## src/rtl/branch_target_lut_pkg.sv

```systemverilog
// Shared definitions for the branch target lookup table: default sizes,
// pointer-width helper and the write-side action encoding.
package branch_target_lut_pkg;

    // Default key/value width; keys are fetch PCs, values are branch targets.
    localparam int unsigned DEFAULT_ADDR_WIDTH = 16;

    // Default number of entries; must be a power of two, at least 2.
    localparam int unsigned DEFAULT_DEPTH = 8;

    // Width of an entry index / victim pointer for a table of the given depth.
    // Clamped to 1 so a degenerate depth still yields a legal vector width.
    function automatic int unsigned ptr_width(input int unsigned depth);
        return (depth > 1) ? $clog2(depth) : 1;
    endfunction

    // What a write strobe does to the table this cycle.
    typedef enum logic [1:0] {
        WrNone,    // no write, or write suppressed
        WrUpdate,  // key already present: overwrite its value only
        WrFill,    // key absent, free slot available: claim lowest free slot
        WrEvict    // key absent, table full: replace entry at victim pointer
    } wr_action_e;

endpackage

```

## src/rtl/branch_target_lut_match.sv

```systemverilog
// Combinational comparator array: compares one key against every valid
// entry and reports a one-hot hit vector, an any-hit flag and the index of
// the first (lowest-index) matching entry.
module lut_match #(
    parameter int unsigned ADDR_WIDTH = 16,
    parameter int unsigned DEPTH      = 8,
    parameter int unsigned IDX_WIDTH  = 3
) (
    input  logic [ADDR_WIDTH-1:0]            key,
    input  logic [DEPTH-1:0]                 valid,
    input  logic [DEPTH-1:0][ADDR_WIDTH-1:0] keys,
    output logic [DEPTH-1:0]                 hit_onehot,
    output logic                             any_hit,
    output logic [IDX_WIDTH-1:0]             hit_idx
);

    logic [DEPTH-1:0] raw_hit;

    // Per-entry match; an entry only matches while its valid bit is set.
    always_comb begin
        raw_hit = '0;
        for (int i = 0; i < DEPTH; i++) begin
            raw_hit[i] = valid[i] && (keys[i] == key);
        end
    end

    // Priority-select the lowest matching index so the hit vector stays
    // one-hot even if duplicate keys ever appear.
    always_comb begin
        hit_onehot = '0;
        any_hit    = 1'b0;
        hit_idx    = '0;
        for (int i = 0; i < DEPTH; i++) begin
            if (raw_hit[i] && !any_hit) begin
                hit_onehot[i] = 1'b1;
                any_hit       = 1'b1;
                hit_idx       = IDX_WIDTH'(i);
            end
        end
    end

endmodule

```

## src/rtl/branch_target_lut.sv

```systemverilog
// Fully-associative branch target buffer. Fetch reads are combinational;
// execute writes (branch PC, target) pairs on mispredict. Writes update in
// place on a hit, fill the lowest free slot on a miss, and fall back to
// round-robin replacement once the table is full.
module branch_target_lut
    import branch_target_lut_pkg::*;
#(
    parameter int unsigned ADDR_WIDTH = DEFAULT_ADDR_WIDTH,
    parameter int unsigned DEPTH      = DEFAULT_DEPTH
) (
    input  logic                  clk,
    input  logic                  reset,
    input  logic                  write,
    input  logic [ADDR_WIDTH-1:0] write_key,
    input  logic [ADDR_WIDTH-1:0] write_val,
    input  logic [ADDR_WIDTH-1:0] read_key,
    output logic [ADDR_WIDTH-1:0] read_val,
    output logic                  read_valid
);

    localparam int unsigned IDX_WIDTH = ptr_width(DEPTH);

    // Table state.
    logic [DEPTH-1:0]                 valid_q;
    logic [DEPTH-1:0][ADDR_WIDTH-1:0] key_q;
    logic [DEPTH-1:0][ADDR_WIDTH-1:0] val_q;
    logic [IDX_WIDTH-1:0]             victim_q;

    // Comparator results.
    logic [DEPTH-1:0]     rd_onehot;
    logic                 rd_hit;
    logic [IDX_WIDTH-1:0] rd_idx;
    logic [DEPTH-1:0]     wr_onehot;
    logic                 wr_hit;
    logic [IDX_WIDTH-1:0] wr_hit_idx;

    // Write decision.
    logic                 free_found;
    logic [IDX_WIDTH-1:0] free_idx;
    wr_action_e           wr_action;
    logic [IDX_WIDTH-1:0] wr_idx;

    // Index outputs are used for muxing; the one-hot forms are redundant here.
    logic unused_onehot;
    assign unused_onehot = ^{rd_onehot, wr_onehot};

    lut_match #(
        .ADDR_WIDTH (ADDR_WIDTH),
        .DEPTH      (DEPTH),
        .IDX_WIDTH  (IDX_WIDTH)
    ) u_read_match (
        .key        (read_key),
        .valid      (valid_q),
        .keys       (key_q),
        .hit_onehot (rd_onehot),
        .any_hit    (rd_hit),
        .hit_idx    (rd_idx)
    );

    lut_match #(
        .ADDR_WIDTH (ADDR_WIDTH),
        .DEPTH      (DEPTH),
        .IDX_WIDTH  (IDX_WIDTH)
    ) u_write_match (
        .key        (write_key),
        .valid      (valid_q),
        .keys       (key_q),
        .hit_onehot (wr_onehot),
        .any_hit    (wr_hit),
        .hit_idx    (wr_hit_idx)
    );

    // Read port: value of the matching entry, forced to zero on a miss so
    // nothing stale leaks out. Driven purely from registered state, so the
    // async reset clears it without a clock.
    always_comb begin
        read_valid = rd_hit;
        read_val   = rd_hit ? val_q[rd_idx] : '0;
    end

    // Lowest-index invalid entry, used when a new key needs a home.
    always_comb begin
        free_found = 1'b0;
        free_idx   = '0;
        for (int i = 0; i < DEPTH; i++) begin
            if (!valid_q[i] && !free_found) begin
                free_found = 1'b1;
                free_idx   = IDX_WIDTH'(i);
            end
        end
    end

    // Pick what a write does and which entry it targets.
    always_comb begin
        wr_action = WrNone;
        wr_idx    = '0;
        if (write) begin
            if (wr_hit) begin
                wr_action = WrUpdate;
                wr_idx    = wr_hit_idx;
            end else if (free_found) begin
                wr_action = WrFill;
                wr_idx    = free_idx;
            end else begin
                wr_action = WrEvict;
                wr_idx    = victim_q;
            end
        end
    end

    // Table and victim pointer update; reset dominates any concurrent write.
    always_ff @(posedge clk or negedge reset) begin
        if (!reset) begin
            valid_q  <= '0;
            key_q    <= '0;
            val_q    <= '0;
            victim_q <= '0;
        end else begin
            case (wr_action)
                WrUpdate: begin
                    val_q[wr_idx] <= write_val;
                end
                WrFill: begin
                    valid_q[wr_idx] <= 1'b1;
                    key_q[wr_idx]   <= write_key;
                    val_q[wr_idx]   <= write_val;
                end
                WrEvict: begin
                    valid_q[wr_idx] <= 1'b1;
                    key_q[wr_idx]   <= write_key;
                    val_q[wr_idx]   <= write_val;
                    // DEPTH is a power of two, so natural overflow wraps.
                    victim_q        <= victim_q + IDX_WIDTH'(1);
                end
                default: ;
            endcase
        end
    end

endmodule

```

## config.mk

```make
export PLATFORM = sky130hd
export DESIGN_NAME = branch_target_lut
export DESIGN_NICKNAME = d
export VERILOG_FILES = /design/src/rtl/branch_target_lut_pkg.sv /design/src/rtl/branch_target_lut_match.sv /design/src/rtl/branch_target_lut.sv
export SDC_FILE = /design/constraint.sdc
export NUM_CORES = 1
export LEC_CHECK = 0
export CAP_MARGIN = 20
export CORE_MARGIN = 1
export CORE_UTILIZATION = 40
export CTS_CLUSTER_SIZE = 12
export DETAILED_ROUTE_END_ITERATION = 6
export HOLD_SLACK_MARGIN = 0.1
export PLACE_DENSITY_LB_ADDON = 0.3
export SETUP_SLACK_MARGIN = 0.2
export SLEW_MARGIN = 10
export SYNTH_ARGS = -nofsm -noshare
export SYNTH_HDL_FRONTEND = slang
export SYNTH_SLANG_ARGS = --single-unit
```

## constraint.sdc

```tcl
create_clock -name clk -period 11.95 [get_ports clk]
set_clock_uncertainty 0.05 [all_clocks]
set_input_delay 2.39 -clock clk [delete_from_list [all_inputs] [get_ports clk]]
set_output_delay 2.39 -clock clk [all_outputs]
set_load 0.005 [all_outputs]
```

==> reports/results.env, run 1 <==
TIMING.SLEW.HEADROOM=0.265
INITIAL_UTILIZATION=0.406
FILLER_CELL_COUNT=3274
YS_SEQ_ELEMENTS=267
FINAL_ANTENNA_NET_COUNT=0
COUNT_OF_INSTANCES_RESIZED_AFTER_THE_CLOCK_TREE_IS_BUILT=0
DOMINANT_CELL_TYPE_BY_AREA_AFTER_SYNTHESIS='sky130_fd_sc_hd__dfrtp_1'
CLKTRANSATPATHREGS_NS=0.06
WORST_SLACK_NS=2.69
ANTENNA_FOUND_INITIAL=0
POST-ROUTE-DRC-COUNT=0
CLOCK-ROOT-BUFFER='sky130_fd_sc_hd__clkbuf_16'
ROW_COUNT=69
HOLDCRITSTARTPOINT='victim_q[2]$_DFFE_PN0N_'
GRT_START_MAX_NET_PINS=78
HOLD_CLASS='flop to flop'
DETAILED_PLACE_HPWL_UM=25400
GRT_SETUP_UNREPAIRED='false'
SYNTH_ENABLE_FLOP_CELLS=0
VIA_PER_INST=5.53
REG2REG_SETUP_SLACK_NS=8.14
NUMBER_OF_CTS_INSERTED_BUFFERS=30
POWER.IR.VDD_WORST_mV=0.114
DRT_ITER0_DRC=567
STATUS='completed'
MAX_SLEW.WORST_PIN.SLEW_NS=1.10
POSTSYNTHAREAPERCELL_UM2=12.3
SYNTHMOSTINSTANTIATEDCELL='sky130_fd_sc_hd__dfrtp_1'
CP_TOP_FAMILY='simple AND/OR/NAND/NOR gates'
YOSYS_MOST_USED_DFF='sky130_fd_sc_hd__dfrtp_1'
SEQ_AREA_FRAC_SYNTH=0.462
CTS.REPAIR_TIMING.SETUP_BUFFER_COUNT=0
FF2FF_PATH_DEPTH=8
TOTALWIRELENGTH_UM=37700
YS.WARNINGS.COUNT=0
PATH_BUF_INV=3
DIE_W_UM=192
FMAX_GHz=0.108
YOSYS.AREA.TOP_TYPE_SHARE=0.462
POWER_DENSITY_mW_PER_MM2=243
STAGES_ON_THE_WORST_SETUP_PATH=11
VIAS=9419
WORSTSETUPSTARTPOINT='read_key[0]'
DPL_WORST_SLACK_NS=2.49
CRITICAL_PATH.CELL_CHAIN='clkdlybuf4s50_1 -> xor2_1 -> nor4_1 -> nand2_1 -> nor4_4 -> buf_6 -> nor4_1 -> nand2_1 -> o221a_2 -> o221ai_1 -> clkdlybuf4s50_1'
WHS_NS=0.429
DESIGN.DIE.AREA_MM2=0.0369
GLOBALROUTEOVERFLOWTOTAL=0
HOLD_VIOL_FINAL=0
DIE_Y_UM=192
FRACTION_OF_LAYOUT_INSTANCES_USING_A_DRIVE_STRENGTH_ABOVE_1=0.293
NUMBER_OF_PORT_BUFFERS=67
R2R_END='val_q[2]$_DFFE_PN0P_'
GP_ROUTABILITY_CONGESTION=0.909
REG2REG_FROM='key_q[36]$_DFFE_PN0P_'
CLOCK_TREE.HTREE_LEVEL_COUNT=1
TRITONCTS='yes'
SYNTH_AREA_MM2=0.0145
CRIT_ARRIVAL_NS=6.82
FIRST_GLOBAL_VIAS=9744
POWER.LEAKAGE_nW=6.74
TIMING_WORST_SETUP_PATH_TYPE='input port to primary output'
YOSYS-TOP-CELLS-COUNT='sky130_fd_sc_hd__dfrtp_1, sky130_fd_sc_hd__mux2_2, sky130_fd_sc_hd__xnor2_1, sky130_fd_sc_hd__xor2_1, sky130_fd_sc_hd__nand2_1'
CRITICAL_PATH_REQUIRED_NS=9.51
MAX_STAGE_DELAY_NS=0.82
REPORT.FINAL.SETUP_VIOL=0
POSTCTSHOLDBUFS=0
TIMING.CRITICAL_PATH.FANOUT_MAX=16
CRIT_PATH_END='read_val[7]'
YS_TYPES=52
MAPPEDNETLISTNETS=1231
NETS=1273
CTS.PATH.MAX_BUFFERS=3
WORST_PATH_MAX_DELAY_CELL='sky130_fd_sc_hd__clkdlybuf4s50_1'
SETUP_TNS_NS=0
POST-ROUTE-UTIL=0.463
TRITONCTS_NUM_SINKS=267
INSERTION_DELAY_NS=0.56
DRTPASS1ITERATIONS=5
N_ANTENNA_CELL=0
FINAL.PERIOD_UTILIZATION=0.775
SLEW_VIOL_FINAL=0
BOUNDARYPINS=68
CORE_AREA_MM2=0.0356
AREA_DELTA_SYNTH_FINAL_PCT=13.8
FINALWORSTPATHREQUIREDPERIOD_NS=9.26
GLOBAL_ROUTE.USAGE.TOTAL=0.210
NETLIST_TOP_CELLS_AREA='sky130_fd_sc_hd__dfrtp_1, sky130_fd_sc_hd__mux2_2, sky130_fd_sc_hd__xnor2_1, sky130_fd_sc_hd__xor2_1, sky130_fd_sc_hd__mux2i_1'
WORSTSETUPENDPOINTTYPE='primary output'
MAX_CAP_VIOL_COUNT=0
WL_PER_CELL_UM=22.2
POSTSYNTH.ASYNCRESETSHARE=1.00
GRT_FIRST_PASS_WIRELENGTH_UM=58400
CP-START-KIND='input port'
SYN_INST=1179
-- flip-flops by register name, summed over array words and instances, names as in the netlist --
signal    count
key_q       128
val_q       128
valid_q       8
victim_q      3
-- where the power goes --
part	internal, mW	switching, mW
sequential	1.36	0.397
combinational	0.797	0.545
clock	0.534	0.364
total	2.69	1.31
-- worst min-delay path by stage --
stage	cells past startpoint	slack, ns	to
floorplan	1	0.39	victim_q[2]$_DFFE_PN0N_
global placement	1	0.41	victim_q[2]$_DFFE_PN0N_
detailed placement	1	0.41	victim_q[2]$_DFFE_PN0N_
CTS	1	0.43	victim_q[2]$_DFFE_PN0N_
global route	1	0.46	val_q[124]$_DFFE_PN0P_
finish	1	0.43	victim_q[2]$_DFFE_PN0N_
-- cell families after synthesis --
logic type | share of synthesized area
multiplexers | 0.236
flip-flops | 0.462
XOR/XNOR | 0.156
AND/OR/NAND/NOR | 0.0751
buffers and inverters | 0.0333
AO/OA/AOI/OAI | 0.0358
adder cells (fa/ha/maj) | 0.000865
-- cells in the final DEF (no fill, tap or decap), types with 3 or more instances in the layout --
cell type                           n
sky130_fd_sc_hd__nand2_1           61
sky130_fd_sc_hd__nor3_1             3
sky130_fd_sc_hd__xor2_1            99
sky130_fd_sc_hd__mux2i_1           49
sky130_fd_sc_hd__a31oi_1            3
sky130_fd_sc_hd__clkbuf_1           7
sky130_fd_sc_hd__or4_1              4
sky130_fd_sc_hd__nor4_1            39
sky130_fd_sc_hd__buf_8              4
sky130_fd_sc_hd__dfrtp_1          267
sky130_fd_sc_hd__mux2_4             9
sky130_fd_sc_hd__clkbuf_16         31
sky130_fd_sc_hd__o221a_2           16
sky130_fd_sc_hd__inv_1              5
sky130_fd_sc_hd__mux2_1             3
sky130_fd_sc_hd__clkinv_2           6
sky130_fd_sc_hd__nand3_1           21
sky130_fd_sc_hd__mux2_2           245
sky130_fd_sc_hd__clkbuf_8           7
sky130_fd_sc_hd__or2_2              4
sky130_fd_sc_hd__o221ai_1          17
sky130_fd_sc_hd__nand2b_1           4
sky130_fd_sc_hd__xnor2_1          159
sky130_fd_sc_hd__and3_1             3
sky130_fd_sc_hd__clkdlybuf4s50_1   66
sky130_fd_sc_hd__nor2_1            10
sky130_fd_sc_hd__o21ai_0            5
sky130_fd_sc_hd__buf_4             21
sky130_fd_sc_hd__nor2_2             6
sky130_fd_sc_hd__nand4_1           29
-- metrics by stage --
stage	power, mW	cell area, um2	std cells
2_1_floorplan	2.75	14500	1179
3_3_place_gp	3.05	15400	1645
3_5_place_dp	3.11	15500	1649
4_1_cts	4.02	16400	1701
5_1_grt	4.22	16500	1702
6_report	3.99	16500	1702
-- routing by layer --
layer | track usage | wire length, um | up-vias
met2 | 0.338 | 17400 | 247
met4 | 0.0560 | 917 | 0
met5 | 0.00412 | 0 | -
met1 | 0.291 | 17400 | 4868
met3 | 0.0344 | 2040 | 61
li1 | - | - | 4243
-- area by class of cell --
class                           count  area, um2  share of cell area
Sequential cell                   267       6680               0.406
Tap cell                          461        577              0.0350
Clock inverter                      7       60.1             0.00365
Timing Repair Buffer               93        901              0.0547
Clock buffer                       45        898              0.0546
Inverter                            5       18.8             0.00114
Multi-Input combinational cell    824       7320               0.445
Power figures use the tool's default switching activity.
==> run 2: changes to the inputs <==
Clock period 11.95 ns to 9.45 ns, I/O delays scaled along.
==> reports/results.env, run 2 (same netlist as run 1, synthesis figures left out) <==
STATUS='completed'
HOLD_CLASS='flop to flop'
BOUNDARYPINS=68  # unchanged
WORSTSETUPENDPOINTTYPE='primary output'
REG.LARGEST.LIST='key_q (128), val_q (128), valid_q (8)'
FIRST_GLOBAL_VIAS=9596  # -1.5%
POST-ROUTE-UTIL=0.464  # +0.00130
DRTPASS1ITERATIONS=5  # unchanged
GRT_SETUP_UNREPAIRED='false'
DESIGN.DIE.AREA_MM2=0.0369  # unchanged
REPORT.FINAL.SETUP_VIOL=0  # unchanged
FMAX_GHz=0.120
TOTALWIRELENGTH_UM=38000  # +0.55%
SETUP_TNS_NS=0  # unchanged
TRITONCTS_NUM_SINKS=267  # unchanged
TIMING_WORST_SETUP_PATH_TYPE='input port to primary output'
INSERTION_DELAY_NS=0.57  # about the same
DPL_WORST_SLACK_NS=1.27  # -1.22 ns
MAX_CAP_VIOL_COUNT=0  # unchanged
FINAL_COMMON_CELL='sky130_fd_sc_hd__dfrtp_1'
HOLD_VIOL_FINAL=0  # unchanged
LAYOUT.CELLS.MOST_COMMON_LIST='sky130_fd_sc_hd__dfrtp_1, sky130_fd_sc_hd__mux2_2, sky130_fd_sc_hd__xnor2_1'
CORE_AREA_MM2=0.0356  # unchanged
POSTCTSHOLDBUFS=0  # unchanged
INITIAL_UTILIZATION=0.406  # unchanged
FINAL.PERIOD_UTILIZATION=0.881
GP_ROUTABILITY_CONGESTION=0.841  # -7.5%
SLEW_VIOL_FINAL=0  # unchanged
TRITONCTS='yes'
POST-ROUTE-DRC-COUNT=0  # unchanged
VIA_PER_INST=5.52  # -0.28%
TIMING.SLEW.HEADROOM=0.251  # -0.0143
POWER.IR.VDD_WORST_mV=0.172  # +51%
AREA_DELTA_SYNTH_FINAL_PCT=14.2
DETAILED_PLACE_HPWL_UM=24000  # -5.4%
CLKTRANSATPATHREGS_NS=0.06  # about the same
POWER.LEAKAGE_nW=6.76  # +0.26%
WL_PER_CELL_UM=22.3  # +0.55%
NUMBER_OF_CTS_INSERTED_BUFFERS=30  # unchanged
CLOCK-ROOT-BUFFER='sky130_fd_sc_hd__clkbuf_16'
COUNT_OF_INSTANCES_RESIZED_AFTER_THE_CLOCK_TREE_IS_BUILT=0  # unchanged
GLOBALROUTEOVERFLOWTOTAL=0  # unchanged
GLOBAL_ROUTE.USAGE.TOTAL=0.211  # +0.000898
MAX_SLEW.WORST_PIN.SLEW_NS=1.12  # +0.0181 ns
VIAS=9393  # -0.28%
FRACTION_OF_LAYOUT_INSTANCES_USING_A_DRIVE_STRENGTH_ABOVE_1=0.295  # +0.00161
CRIT_ARRIVAL_NS=6.39  # -0.43 ns
ROW_COUNT=69  # unchanged
CTS.REPAIR_TIMING.SETUP_BUFFER_COUNT=0  # unchanged
GRT_FIRST_PASS_WIRELENGTH_UM=58600  # +0.48%
WORST_SLACK_NS=1.12  # -1.57 ns
CP-START-KIND='input port'
FINALWORSTPATHREQUIREDPERIOD_NS=8.33
DIE_W_UM=192  # unchanged
DIE_Y_UM=192  # unchanged
STDCELL_COUNT=1702  # unchanged
DP_CELLS=1649  # unchanged
POWER_DENSITY_mW_PER_MM2=309  # +27%
ANTENNA_FOUND_INITIAL=0  # unchanged
NUMBER_OF_PORT_BUFFERS=67  # unchanged
CTS.PATH.MAX_BUFFERS=3  # unchanged
TIMING.CRITICAL_PATH.FANOUT_MAX=16  # unchanged
CLOCK_TREE.HTREE_LEVEL_COUNT=1  # unchanged
DRT_ITER0_DRC=631  # +11%
GRT_START_MAX_NET_PINS=150  # +92%
FINAL_ANTENNA_NET_COUNT=0  # unchanged
NETS=1272  # -0.079%
N_ANTENNA_CELL=0  # unchanged
CRITICAL_PATH_REQUIRED_NS=7.51  # -2.00 ns
[run 2: worst paths after layout]
check	slack (ns)	depth (start not counted)	start	end
worst max-delay path	1.12	9	read_key[0]	read_val[5]
worst max register to register	5.48	8	key_q[109]$_DFFE_PN0P_	val_q[2]$_DFFE_PN0P_
max in group asynchronous	6.61	2	reset	key_q[6]$_DFFE_PN0P_
worst min register to register	0.42	1	victim_q[2]$_DFFE_PN0N_	victim_q[2]$_DFFE_PN0N_
min in group asynchronous	1.35	1	reset	val_q[76]$_DFFE_PN0P_
worst min-delay path	0.42	1	victim_q[2]$_DFFE_PN0N_	victim_q[2]$_DFFE_PN0N_
[run 2: worst max-delay path, cell delays in order]
cell                              delay, ns
sky130_fd_sc_hd__clkdlybuf4s50_1       0.86
sky130_fd_sc_hd__xor2_1                0.32
sky130_fd_sc_hd__nor4_1                0.77
sky130_fd_sc_hd__nand4_1               0.26
sky130_fd_sc_hd__nor2_1                0.17
sky130_fd_sc_hd__a311oi_1              0.11
sky130_fd_sc_hd__nand3b_1              0.85
sky130_fd_sc_hd__o221ai_1              0.56
sky130_fd_sc_hd__clkdlybuf4s50_1       0.56
[run 2: area by class of cell]
| type | instances | area [um2] |
|---|---|---|
| Fill cell | 3266 | 19100 |
| Multi-Input combinational cell | 824 | 7320 |
| Clock buffer | 43 | 891 |
| Clock inverter | 10 | 131 |
| Inverter | 5 | 18.8 |
| Tap cell | 461 | 577 |
| Sequential cell | 267 | 6680 |
| Timing Repair Buffer | 92 | 883 |
[run 2: routing by layer]
layer,share of wire,vias to the layer above,global-route usage
met4,0.017,0,0.0472
met3,0.052,53,0.0247
met5,0,-,0
li1,-,4249,-
met2,0.46,264,0.337
met1,0.47,4827,0.305
[run 2: where the power goes]
group	switching (mW)	leakage, nW	internal [mW]
Combinational	0.686	3.07	1.00
Sequential	0.489	3.18	1.71
Clock	0.468	0.504	0.731
[run 2: metrics by stage]
step | total power [mW] | cell area, um2 | hold WS, ns
after global placement | 3.85 | 15500 | 0.412
after global routing | 5.40 | 16500 | 0.449
after floorplan | 3.47 | 14500 | 0.390
after detailed placement | 3.90 | 15500 | 0.411
final | 5.09 | 16500 | 0.423
after CTS | 5.12 | 16500 | 0.427
==> run 3: changes to the inputs <==
Settings changed: CAP_MARGIN 20 to default.
==> reports/results.env, run 3 (same netlist as run 1, synthesis figures left out) <==
BOUNDARYPINS=68  # unchanged
MAX_STAGE_DELAY_NS=0.90  # +0.04 ns
CTS.REPAIR_TIMING.SETUP_BUFFER_COUNT=0  # unchanged
NUMBER_OF_CTS_INSERTED_BUFFERS=31  # +3.3%
POST-ROUTE-UTIL=0.463  # -0.00134
VIAS=9349  # -0.47%
TRITONCTS_NUM_SINKS=267  # unchanged
PLACED_AREA_MM2=0.0155  # about the same
MAX_SLEW.WORST_PIN.SLEW_NS=1.23  # +0.112 ns
POWER.LEAKAGE_nW=6.74  # -0.39%
SLEW_VIOL_FINAL=0  # unchanged
REG.LARGEST.LIST='key_q (128), val_q (128), valid_q (8)'
N_ANTENNA_CELL=0  # unchanged
CRIT_ARRIVAL_NS=6.36  # -0.03 ns
FMAX_GHz=0.120  # +0.35%
NETS=1272  # unchanged
GRT_FIRST_PASS_WIRELENGTH_UM=58400  # -0.39%
LAYOUT.CELLS.MOST_COMMON_LIST='sky130_fd_sc_hd__dfrtp_1, sky130_fd_sc_hd__mux2_2, sky130_fd_sc_hd__xnor2_1'
AREA_DELTA_SYNTH_FINAL_PCT=13.8
GLOBALROUTEOVERFLOWTOTAL=0  # unchanged
COUNT_OF_INSTANCES_RESIZED_AFTER_THE_CLOCK_TREE_IS_BUILT=0  # unchanged
TIMING.SLEW.HEADROOM=0.175  # -0.0761
TIMING.CRITICAL_PATH.FANOUT_MAX=16  # unchanged
GLOBAL_ROUTE.USAGE.TOTAL=0.210  # -0.00105
POWER_DENSITY_mW_PER_MM2=307  # -0.57%
ROW_COUNT=69  # unchanged
DRTPASS1ITERATIONS=5  # unchanged
POWER.IR.VDD_WORST_mV=0.185  # +7.3%
CTS.PATH.MAX_BUFFERS=3  # unchanged
DETAILED_PLACE_HPWL_UM=23800  # -0.83%
INITIAL_UTILIZATION=0.406  # unchanged
FINALWORSTPATHREQUIREDPERIOD_NS=8.30  # -0.0291 ns
FINAL_COMMON_CELL='sky130_fd_sc_hd__dfrtp_1'
CLOCK-ROOT-BUFFER='sky130_fd_sc_hd__clkbuf_16'
INSERTION_DELAY_NS=0.56  # about the same
FRACTION_OF_LAYOUT_INSTANCES_USING_A_DRIVE_STRENGTH_ABOVE_1=0.293  # -0.00161
REPORT.FINAL.SETUP_VIOL=0  # unchanged
POST-ROUTE-DRC-COUNT=0  # unchanged
DIE_W_UM=192  # unchanged
TOTAL_POWER_mW=5.05  # -0.85%
HOLD_VIOL_FINAL=0  # unchanged
CORE_AREA_MM2=0.0356  # unchanged
DESIGN.DIE.AREA_MM2=0.0369  # unchanged
DRT_ITER0_DRC=646  # +2.4%
POSTCTSHOLDBUFS=0  # unchanged
MAX_CAP_VIOL_COUNT=0  # unchanged
FIRST_GLOBAL_VIAS=9577  # -0.20%
CP-START-KIND='input port'
WL_PER_CELL_UM=22.2  # -0.25%
ANTENNA_FOUND_INITIAL=0  # unchanged
STDCELL_AREA_MM2=0.0165  # -0.29%
TOTALWIRELENGTH_UM=37900  # -0.25%
NUMBER_OF_PORT_BUFFERS=67  # unchanged
FINAL.PERIOD_UTILIZATION=0.878  # -0.00308
WORSTSETUPENDPOINTTYPE='primary output'
TIMING_WORST_SETUP_PATH_TYPE='input port to primary output'
CRITICAL_PATH.CELL_CHAIN='clkdlybuf4s50_1 -> xor2_1 -> nor4_1 -> nand4_1 -> a311oi_1 -> o21bai_1 -> mux2i_1 -> nand2_1 -> o221a_2 -> o221ai_1 -> clkdlybuf4s50_1'
WORST_PATH_MAX_DELAY_CELL='sky130_fd_sc_hd__clkdlybuf4s50_1'
STATUS='completed'
CLOCK_TREE.HTREE_LEVEL_COUNT=1  # unchanged
CRIT_TOP_CELL='sky130_fd_sc_hd__clkdlybuf4s50_1'
HOLD_CLASS='flop to flop'
VIA_PER_INST=5.49  # -0.47%
FINAL_ANTENNA_NET_COUNT=0  # unchanged
FILLER_CELL_COUNT=3270  # +0.12%
CLKTRANSATPATHREGS_NS=0.06  # about the same
DIE_Y_UM=192  # unchanged
GP_ROUTABILITY_CONGESTION=0.841  # unchanged
GRT_SETUP_UNREPAIRED='false'
CRITICAL_PATH_REQUIRED_NS=7.51  # about the same
TRITONCTS='yes'
GRT_START_MAX_NET_PINS=150  # unchanged
SETUP_TNS_NS=0  # unchanged
[run 3: changes by cell type in the layout (fill, tap and decap cells not counted)]
cell                         change
sky130_fd_sc_hd__clkinv_2        +1
sky130_fd_sc_hd__clkinvlp_4      +1
sky130_fd_sc_hd__clkbuf_1        +2
sky130_fd_sc_hd__buf_8           -1
sky130_fd_sc_hd__clkinv_4        -1
sky130_fd_sc_hd__clkbuf_8        -1
sky130_fd_sc_hd__bufinv_16       -1
[run 3: path summary, 6_finish.rpt]
| kind | from | end | slack (ns) | depth (start not counted) |
|---|---|---|---|---|
| setup reg to reg | key_q[26]$_DFFE_PN0P_ | key_q[26]$_DFFE_PN0P_ | 5.51 | 9 |
| hold reg to reg | victim_q[2]$_DFFE_PN0N_ | victim_q[2]$_DFFE_PN0N_ | 0.42 | 1 |
| max in group asynchronous | reset | key_q[76]$_DFFE_PN0P_ | 6.64 | 2 |
| min in group asynchronous | reset | val_q[44]$_DFFE_PN0P_ | 1.34 | 1 |
| setup / recovery | read_key[0] | read_val[5] | 1.15 | 11 |
| hold / removal | victim_q[2]$_DFFE_PN0N_ | victim_q[2]$_DFFE_PN0N_ | 0.42 | 1 |
[run 3: cell type report]
type                       instances  area (um2)  share of cell area
tap                              461         577              0.0350
clock inverter                    10         105             0.00639
timing repair buffer              91         868              0.0528
clock buffer                      44         885              0.0537
multi-input combinational        824        7320               0.445
inverter                           5        18.8             0.00114
sequential                       267        6680               0.406
[run 3: metrics by stage]
| step | setup WS, ns | cells | hold slack [ns] |
|---|---|---|---|
| after global placement | 1.32 | 1648 | 0.412 |
| after detailed placement | 1.27 | 1648 | 0.414 |
| final | 1.15 | 1702 | 0.420 |
| after CTS | 1.25 | 1702 | 0.430 |
| after floorplan | 3.20 | 1179 | 0.390 |
| after global routing | 0.953 | 1702 | 0.458 |
[run 3: metal layers]
layer | wire length [um] | up-vias | track usage | part of all wire
met5 | 0 | - | 0 | 0
met4 | 928 | 0 | 0.0530 | 0.025
met3 | 2030 | 58 | 0.0281 | 0.054
met2 | 17300 | 260 | 0.333 | 0.46
met1 | 17600 | 4792 | 0.301 | 0.47
li1 | - | 4239 | - | -
[run 3: where the power goes]
| part | leakage [nW] | internal [mW] | switching (mW) | total [mW] |
|---|---|---|---|---|
| clock | 0.485 | 0.698 | 0.470 | 1.17 |
| combinational | 3.07 | 1.00 | 0.680 | 1.68 |
| sequential | 3.18 | 1.71 | 0.486 | 2.20 |
[run 3: critical path: cells and delay by family]
| family | cells | cell delay [ns] |
|---|---|---|
| AOI/OAI and AO/OA | 4 | 1.03 |
| muxes | 1 | 0.16 |
| xor gates and xnor gates | 1 | 0.33 |
| and+or+nand+nor | 3 | 1.47 |
| buffers and inverters | 2 | 1.47 |
